## src/rtl/mem_pkg.sv

```systemverilog
// ============================================================================
//  Module   : mem_pkg
//  Purpose  : Shared types and constants for the SRAM access controller:
//             controller state encoding, wait-count type, zero-extension widths.
//  Ports    : none (package)
//  Revision : 1.0 - initial release
// ============================================================================
`default_nettype none

package mem_pkg;

    // CPU-side address width and SRAM address width (zero-extended).
    localparam int unsigned CPU_AW = 16;
    localparam int unsigned MEM_AW = 20;
    localparam int unsigned DATA_W = 16;

    // Wait-state count; wide enough for the 1..15 legal range.
    typedef logic [3:0] wcnt_t;

    // Access controller states.
    typedef enum logic [2:0] {
        S_IDLE       = 3'd0,
        S_RD_WAIT    = 3'd1,
        S_RD_CAPTURE = 3'd2,
        S_WR_SETUP   = 3'd3,
        S_WR_PULSE   = 3'd4,
        S_WR_HOLD    = 3'd5,
        S_DONE       = 3'd6
    } state_e;

    // Widen a CPU address onto the SRAM address bus.
    function automatic logic [MEM_AW-1:0] zext_addr(input logic [CPU_AW-1:0] a);
        return {{(MEM_AW-CPU_AW){1'b0}}, a};
    endfunction

endpackage

`default_nettype wire

```

## src/rtl/wait_state_counter.sv

```systemverilog
// ============================================================================
//  Module   : wait_state_counter
//  Purpose  : Loadable 4-bit down-counter with terminal-count flag. Load has
//             priority over count-enable; the counter stops at zero.
//  Ports    : clk_i      - clock
//             rst_ni     - asynchronous active-low reset (count -> 0)
//             load_i     - load load_val_i on the next rising edge
//             load_val_i - value to load
//             en_i       - decrement on the next rising edge
//             tc_o       - high while the count is zero
//  Revision : 1.0 - initial release
// ============================================================================
`default_nettype none

module wait_state_counter
    import mem_pkg::*;
(
    input  logic  clk_i,
    input  logic  rst_ni,
    input  logic  load_i,
    input  wcnt_t load_val_i,
    input  logic  en_i,
    output logic  tc_o
);

    wcnt_t count_q;
    wcnt_t count_d;

    always_comb begin
        count_d = count_q;
        if (load_i) begin
            count_d = load_val_i;
        end else if (en_i && (count_q != wcnt_t'(0))) begin
            count_d = count_q - wcnt_t'(1);
        end
    end

    always_ff @(posedge clk_i or negedge rst_ni) begin
        if (!rst_ni) begin
            count_q <= wcnt_t'(0);
        end else begin
            count_q <= count_d;
        end
    end

    assign tc_o = (count_q == wcnt_t'(0));

endmodule

`default_nettype wire

```

## src/rtl/mem_access_ctrl.sv

```systemverilog
// ============================================================================
//  Module   : mem_access_ctrl
//  Purpose  : Sequences 16-bit asynchronous SRAM reads and writes for the CPU.
//             One access at a time; requests seen while busy are dropped.
//  Ports    : Clk, Reset (async, active-low)
//             Req_Read / Req_Write     - access requests (read wins if both)
//             MAR_In / MDR_In          - address / write data from the CPU
//             Mem_Data_In              - SRAM read data
//             ADDR, Mem_Data_Out       - latched SRAM address / write data
//             Mem_Data_OE              - tri-state enable for Mem_Data_Out
//             Data_To_CPU              - last captured read word
//             Mem_CE/OE/WE/UB/LB       - active-low SRAM strobes
//             Ready                    - one-cycle completion pulse
//             Busy                     - high whenever not idle
//  Revision : 1.0 - initial release
// ============================================================================
`default_nettype none

module mem_access_ctrl
    import mem_pkg::*;
#(
    parameter int WAIT_STATES = 2
) (
    input  logic              Clk,
    input  logic              Reset,
    input  logic              Req_Read,
    input  logic              Req_Write,
    input  logic [CPU_AW-1:0] MAR_In,
    input  logic [DATA_W-1:0] MDR_In,
    input  logic [DATA_W-1:0] Mem_Data_In,
    output logic [MEM_AW-1:0] ADDR,
    output logic [DATA_W-1:0] Mem_Data_Out,
    output logic              Mem_Data_OE,
    output logic [DATA_W-1:0] Data_To_CPU,
    output logic              Mem_CE,
    output logic              Mem_OE,
    output logic              Mem_WE,
    output logic              Mem_UB,
    output logic              Mem_LB,
    output logic              Ready,
    output logic              Busy
);

    // The counter is loaded with N-1 and the wait state exits on zero,
    // so each wait state spans exactly WAIT_STATES cycles.
    localparam wcnt_t WAIT_LOAD = wcnt_t'(WAIT_STATES - 1);

    state_e            state_q, state_d;
    logic [CPU_AW-1:0] addr_q;
    logic [DATA_W-1:0] wdata_q;
    logic [DATA_W-1:0] rdata_q;

    logic cnt_load;
    logic cnt_en;
    logic cnt_tc;
    logic accept;

    wait_state_counter u_wait_cnt (
        .clk_i      (Clk),
        .rst_ni     (Reset),
        .load_i     (cnt_load),
        .load_val_i (WAIT_LOAD),
        .en_i       (cnt_en),
        .tc_o       (cnt_tc)
    );

    // Next-state logic
    always_comb begin
        state_d  = state_q;
        cnt_load = 1'b0;
        cnt_en   = 1'b0;
        accept   = 1'b0;
        case (state_q)
            S_IDLE: begin
                if (Req_Read) begin
                    state_d  = S_RD_WAIT;
                    cnt_load = 1'b1;
                    accept   = 1'b1;
                end else if (Req_Write) begin
                    state_d  = S_WR_SETUP;
                    accept   = 1'b1;
                end
            end
            S_RD_WAIT: begin
                if (cnt_tc) begin
                    state_d = S_RD_CAPTURE;
                end else begin
                    cnt_en = 1'b1;
                end
            end
            S_RD_CAPTURE: state_d = S_DONE;
            S_WR_SETUP: begin
                state_d  = S_WR_PULSE;
                cnt_load = 1'b1;
            end
            S_WR_PULSE: begin
                if (cnt_tc) begin
                    state_d = S_WR_HOLD;
                end else begin
                    cnt_en = 1'b1;
                end
            end
            S_WR_HOLD: state_d = S_DONE;
            S_DONE:    state_d = S_IDLE;
            default:   state_d = S_IDLE;
        endcase
    end

    always_ff @(posedge Clk or negedge Reset) begin
        if (!Reset) begin
            state_q <= S_IDLE;
            addr_q  <= '0;
            wdata_q <= '0;
            rdata_q <= '0;
        end else begin
            state_q <= state_d;
            // Address and write data are held from acceptance until the next
            // acceptance, which keeps them stable across the whole access.
            if (accept) begin
                addr_q  <= MAR_In;
                wdata_q <= MDR_In;
            end
            if (state_q == S_RD_CAPTURE) begin
                rdata_q <= Mem_Data_In;
            end
        end
    end

    // Strobes decode straight from the state register so that an
    // asynchronous reset releases them without waiting for a clock.
    always_comb begin
        Mem_CE      = 1'b1;
        Mem_OE      = 1'b1;
        Mem_WE      = 1'b1;
        Mem_Data_OE = 1'b0;
        case (state_q)
            S_RD_WAIT, S_RD_CAPTURE: begin
                Mem_CE = 1'b0;
                Mem_OE = 1'b0;
            end
            S_WR_SETUP, S_WR_HOLD: begin
                Mem_CE      = 1'b0;
                Mem_Data_OE = 1'b1;
            end
            S_WR_PULSE: begin
                Mem_CE      = 1'b0;
                Mem_WE      = 1'b0;
                Mem_Data_OE = 1'b1;
            end
            default: begin
                Mem_CE      = 1'b1;
                Mem_OE      = 1'b1;
                Mem_WE      = 1'b1;
                Mem_Data_OE = 1'b0;
            end
        endcase
    end

    // Byte lanes follow chip enable: 16-bit accesses only.
    assign Mem_UB       = Mem_CE;
    assign Mem_LB       = Mem_CE;
    assign Ready        = (state_q == S_DONE);
    assign Busy         = (state_q != S_IDLE);
    assign ADDR         = zext_addr(addr_q);
    assign Mem_Data_Out = wdata_q;
    assign Data_To_CPU  = rdata_q;

endmodule

`default_nettype wire

```

## config.mk

```make
export PLATFORM = sky130hd
export DESIGN_NAME = mem_access_ctrl
export DESIGN_NICKNAME = d
export VERILOG_FILES = /design/src/rtl/mem_pkg.sv /design/src/rtl/wait_state_counter.sv /design/src/rtl/mem_access_ctrl.sv
export SDC_FILE = /design/constraint.sdc
export NUM_CORES = 1
export LEC_CHECK = 0
export BUFFER_PORTS_ARGS = -buffer_cell sky130_fd_sc_hd__buf_4
export CORE_MARGIN = 2
export CORE_UTILIZATION = 51
export CTS_CLUSTER_DIAMETER = 60
export DETAILED_ROUTE_END_ITERATION = 16
export PLACE_DENSITY = 0.85
export SYNTH_ARGS = -nofsm -noshare
export SYNTH_HDL_FRONTEND = slang
export SYNTH_HIERARCHICAL = 1
export SYNTH_SLANG_ARGS = --single-unit
```

## constraint.sdc

```tcl
create_clock -name Clk -period 3.03 [get_ports Clk]
set_input_delay 0.303 -clock Clk [delete_from_list [all_inputs] [get_ports Clk]]
set_output_delay 0.303 -clock Clk [all_outputs]
set_load 0.03 [all_outputs]
```

Yosys cells after proc, flatten, opt, wreduce, memory -nomap -nowiden
Cells that the tools add are included.
{ "classes": {"addsub": 1, "eq_ne": 9, "mux": 18, "n_reduce_logical": 12} }
{ "op_table": {"columns": ["op", "n"], "rows": [
  ["$pmux W3 S5", 1],
  ["$mux W3", 4],
  ["$mux W1", 10],
  ["$eq A3 B3 Y1 const B", 3],
  ["$mux W4", 2],
  ["$eq A3 B2 Y1 const B", 2],
  ["$reduce_or A2 Y1", 3],
  ["$reduce_or A5 Y1", 1],
  ["$logic_not A4 Y1", 1],
  ["$ne A2 B2 Y1 const B", 2],
  ["$reduce_bool A4 Y1", 1],
  ["$sub A4 B1 Y4 const B", 1],
  ["$eq A3 B1 Y1 const B", 1],
  ["$logic_not A3 Y1", 1],
  ["$ne A3 B3 Y1 const B", 1],
  ["$reduce_and A3 Y1", 1],
  ["$reduce_bool A3 Y1", 1],
  ["$reduce_or A3 Y1", 1],
  ["$pmux W1 S2", 1],
  ["$reduce_bool A2 Y1", 1],
  ["$logic_and A1 B1 Y1", 1]
]} }
{ "word_totals": {"regBits": 55, "input_bits": 52, "out_inout_bits": 60, "elab_cells": 45} }

Longest topological paths before layout
{ "depth": {"word_depth": 6, "ltp_mapped": 7, "mapped_depth_nobuf": 7} }

Cells and area by module
The synthesis kept the hierarchy.
{ "by_module_without_submodules": {"columns": ["module", "instances", "cells_each", "area_each_um2"], "rows": [
  ["mem_access_ctrl", 1, 141, 2255.9],
  ["wait_state_counter", 1, 27, 270.3]
]} }

Worst setup path after synthesis
No wires, ideal clock.
{ "synth_timing": {"kind": "reg-to-output", "from": "register state_q[0]", "to": "output port Mem_LB", "t_arrival_ps": 1991, "required_ps": 2727, "setup_slack_ps": 736, "path_stages_with_launch": 6, "n_path_buf": 2, "cell_sequence": "dfrtp_1 buf_2 nand3b_1 o21ai_0 a21oi_1 buf_4"} }
{ "synth_via": {"elab_chain_len": 3} }
{ "synth_lines": {"columns": ["item", "line_no", "text"], "rows": [
  ["start: declaration", "mem_access_ctrl.sv:48", "state_e state_q, state_d;"],
  ["start signal: assignment", "mem_access_ctrl.sv:116", "state_q <= state_d;"],
  ["$eq A3 B2 Y1, or another cell as far along", "mem_access_ctrl.sv:136", "case (state_q)"],
  ["$reduce_or A5 Y1 (no source line) (*)", null, null],
  ["$mux W1 (*)", "mem_access_ctrl.sv:136", null],
  ["end: declaration", "mem_access_ctrl.sv:39", "output logic Mem_LB,"]
]} }
Every way passes the cells marked *; elsewhere a longest branch is shown, timed or not.

Worst setup path after layout
{ "layout_timing": {"from": "register state_q[0]", "to": "register wdata_q[5], in the netlist Mem_Data_Out[5]"} }
{ "layout_via": {"elab_chain_len": 2} }
{ "layout_lines": {"columns": ["item", "line_no", "text"], "rows": [
  ["$logic_not A3 Y1", "mem_access_ctrl.sv:73", "case (state_q)"],
  ["$mux W1", "mem_access_ctrl.sv:73", null],
  ["end signal: assignment", "mem_access_ctrl.sv:121", "wdata_q <= MDR_In;"],
  ["end: declaration", "mem_access_ctrl.sv:50", "logic [DATA_W-1:0] wdata_q;"]
]} }
No other way between the ends.
A chain may end at the register's enable or synchronous reset.

==> metrics.md <==
| Metric | Value |
|---|---|
| # setup viols final | `0` |
| Clock Path Buffers | `2` |
| Synth area leader | `dfrtp_1` |
| DP Wirelength | `3.79 mm` |
| Worst Setup End Kind | `flop` |
| Crit path launch type | `flop` |
| Starting Density | `between 50% and 60%` |
| Total global routing overflow | `0` |
| EDFF count, synth | `0` |
| Die area | `5530 sq um` |
| Vias in the first global route | `between 1500 and 2000` |
| Worst EP required | `between 3000 and 4000 ps` |
| Overall Power | `around 4.4 mW` |
| Drt total wl | `about 5.2 mm` |
| Status | `finished, final reports clean` |
| CP cell instances | `or3_4 -> nor2_8 -> mux2_2` |
| Largest stage delay, worst path | `around 600 ps` |
| Row Count | `25` |
| Setup Buffers After CTS | `0` |
| Via-per-instance ratio | `4.86` |
| Max Cap Viol | `0` |
| H-tree depth | `2` |
| Mapped Avg Cell Area | `15.0 sq um` |
| Wire per inst | `~15 um` |
| Layout cells sized above 1 | `a little over 60%` |
| Clock Sinks | `55` |
| Post-route clock period utilization | `71.3%` |
| Unique masters post-synth | `35` |
| Total power per unit cell area | `~1300 nW/um^2` |
| Post-CTS sizing | `0` |
| Layout fillers | `352` |
| Fin nets | `between 300 and 400` |
| Top_reg_cell synth | `dfrtp_1` |
| Final hold slack | `approximately 23 ps` |
| Gate Count Post-Synth | `roughly 170` |
| Synth Cell Area | `2530 sq um` |
| CTS tree | `yes` |
| CTS buffer count | `5` |
| Synth-to-Final Area Change | `33.7%` |
| Clock skew | `approximately 8 ps` |
| Synth top area cells | `dfrtp_1 54%, mux2_4 18%, mux2_2 8.0%` |
| Cts-stage hold buffer count | `0` |
| Least-Margin Pin Slew | `785 ps` |
| Buffers on Ports | `roughly 110` |
| Diodes inserted | `0` |
| DR top layer | `met4` |
| GRT Total Usage | `19.2%` |
| Post-synthesis async set-or-reset flop share | `between 90% and 100%` |
| DRT met1 WL | `2.16 mm` |
| Leakage power | `1.65 nW` |
| Die H | `~74 um` |
| VDD IR-drop max | `between 800 and 900 uV` |
| Root buffer cell | `clkbuf_8` |
| RSZ-0062 raised after global routing | `false` |
| Met2 wire len | `around 2.6 mm` |
| Initial antenna violation count | `0` |
| Fin cells | `about 340` |
| Vias | `roughly 1700` |
| Cells after DPL | `about 330` |
| YS warnings | `6` |
| Gpl congestion | `0.793` |
| DR iter-0 viols | `between 40 and 50` |
| WS Path Type | `flop to flop` |
| Top-Level Pins | `~110` |
| Slew HR | `a little under half` |
| Pre-antenna DRT Iters | `4` |
| Yosys top cell area share | `a little over half` |
| Slew Viols, Final | `0` |
| Crit path DAT | `around 2400 ps` |
| Flops & latches, synth | `55` |
| Setup_tns | `0 ps` |
| DRC viols | `0` |
| First-pass GRT wire length | `7.91 mm` |
| Top-count cell post-synth | `dfrtp_1` |
| Worst hold path class | `input pin to asynchronous set/reset pin` |
| Clk_lat worst skew | `between 300 and 400 ps` |
| Final hold viol count | `0` |
| Crit path max fanout | `32` |
| Seq/Total Area, Yosys | `between 50% and 60%` |
| FMAX | `about 0.46 GHz` |
| Die Wd | `between 70 and 80 um` |
| Final Critical Period | `between 2000 and 2500 ps` |
| Synth top cells by count | `55 x dfrtp_1, 30 x mux2_4, 18 x mux2_2` |
| Core box area | `between 4000 and 5000 sq um` |
| Met3 WL | `between 200 and 300 um` |
| Worst-path clk slew | `around 100 ps` |
| Largest net degree at the start of global routing | `between 50 and 60` |
| Slowest stage cell on the critical path | `nor2_8` |
| Antenna viol nets, final | `0` |
[cells by family (layout without fill, tap and decap cells)]
family / Yosys count / in the layout / synth area share [%]
other: 2 / 8 / 0.297
buffers and inverters: 19 / 120 / 6.74
XOR/XNOR: 3 / 3 / 1.04
AND/OR/NAND/NOR: 26 / 26 / 7.33
flip-flops: 55 / 55 / 54.5
multiplexers: 48 / 48 / 25.9
AO/OA/AOI/OAI: 14 / 14 / 3.76
adder cells (fa/ha/maj): 1 / 1 / 0.495
[metal layers]
metal	track usage (%)	vias to the layer above
met2	32.0	61
met5	0	-
met4	7.94	0
met1	24.0	814
met3	4.61	9
li1	-	778
[sequential cells by signal, indices dropped and copies added (netlist names)]
signal / count
Mem_Data_Out: 16
addr_q: 16
Data_To_CPU: 16
state_q: 3
u_wait_cnt/count_q: 4
[cells in the final DEF (no fill, tap or decap), types with 4 or more instances in the layout]
| cell | count |
|---|---|
| inv_1 | 5 |
| conb_1 | 8 |
| clkbuf_8 | 5 |
| mux2_4 | 30 |
| nand2_1 | 7 |
| dfrtp_1 | 55 |
| buf_4 | 107 |
| mux2_2 | 18 |
| nor3_1 | 4 |
| o21ai_0 | 5 |
[report_power, final]
part / internal (mW) / total [mW] / switching, mW
Combinational: 1.21 / 2.63 / 1.43
Clock: 0.166 / 0.410 / 0.245
Sequential: 1.11 / 1.38 / 0.270
[metrics by stage]
| step | util, % | instance area [sq um] | setup slack [ps] |
|---|---|---|---|
| detailed placement | 69.1 | 3280 | 885 |
| global placement | 69.1 | 3280 | 939 |
| CTS | 71.1 | 3380 | 866 |
| finish | 71.1 | 3380 | 870 |
| floorplan | - | 2550 | 736 |
| global route | 71.1 | 3380 | 777 |
[cell type report]
class	count	area (sq um)	share of cell area, %
clock inverter	3	25.0	0.741
timing repair buffer	107	803	23.8
tap	67	83.8	2.48
sequential	55	1380	40.7
inverter	5	18.8	0.556
clock buffer	5	68.8	2.04
multi-input combinational	100	1000	29.7
[worst paths after layout]
kind / endpoint / slack [ps] / startpoint / cells past startpoint
max: Mem_Data_Out[5] / 870 / state_q[0] / 3
min: addr_q[4] / 20 / Reset / 1
max reg2reg: Mem_Data_Out[5] / 870 / state_q[0] / 3
min reg2reg: Data_To_CPU[9] / 520 / Data_To_CPU[9] / 1
max in group asynchronous: Mem_Data_Out[2] / 2540 / Reset / 1
min in group Clk: Mem_Data_Out[13] / 220 / MDR_In[13] / 2
[worst max-delay path: cells and delay by family (launching register included)]
kind / cells / cell delay [ps]
muxes: 1 / 410
DFF: 1 / 540
and+or+nand+nor: 2 / 1080
No activity file was read; power rests on OpenSTA's default activity.
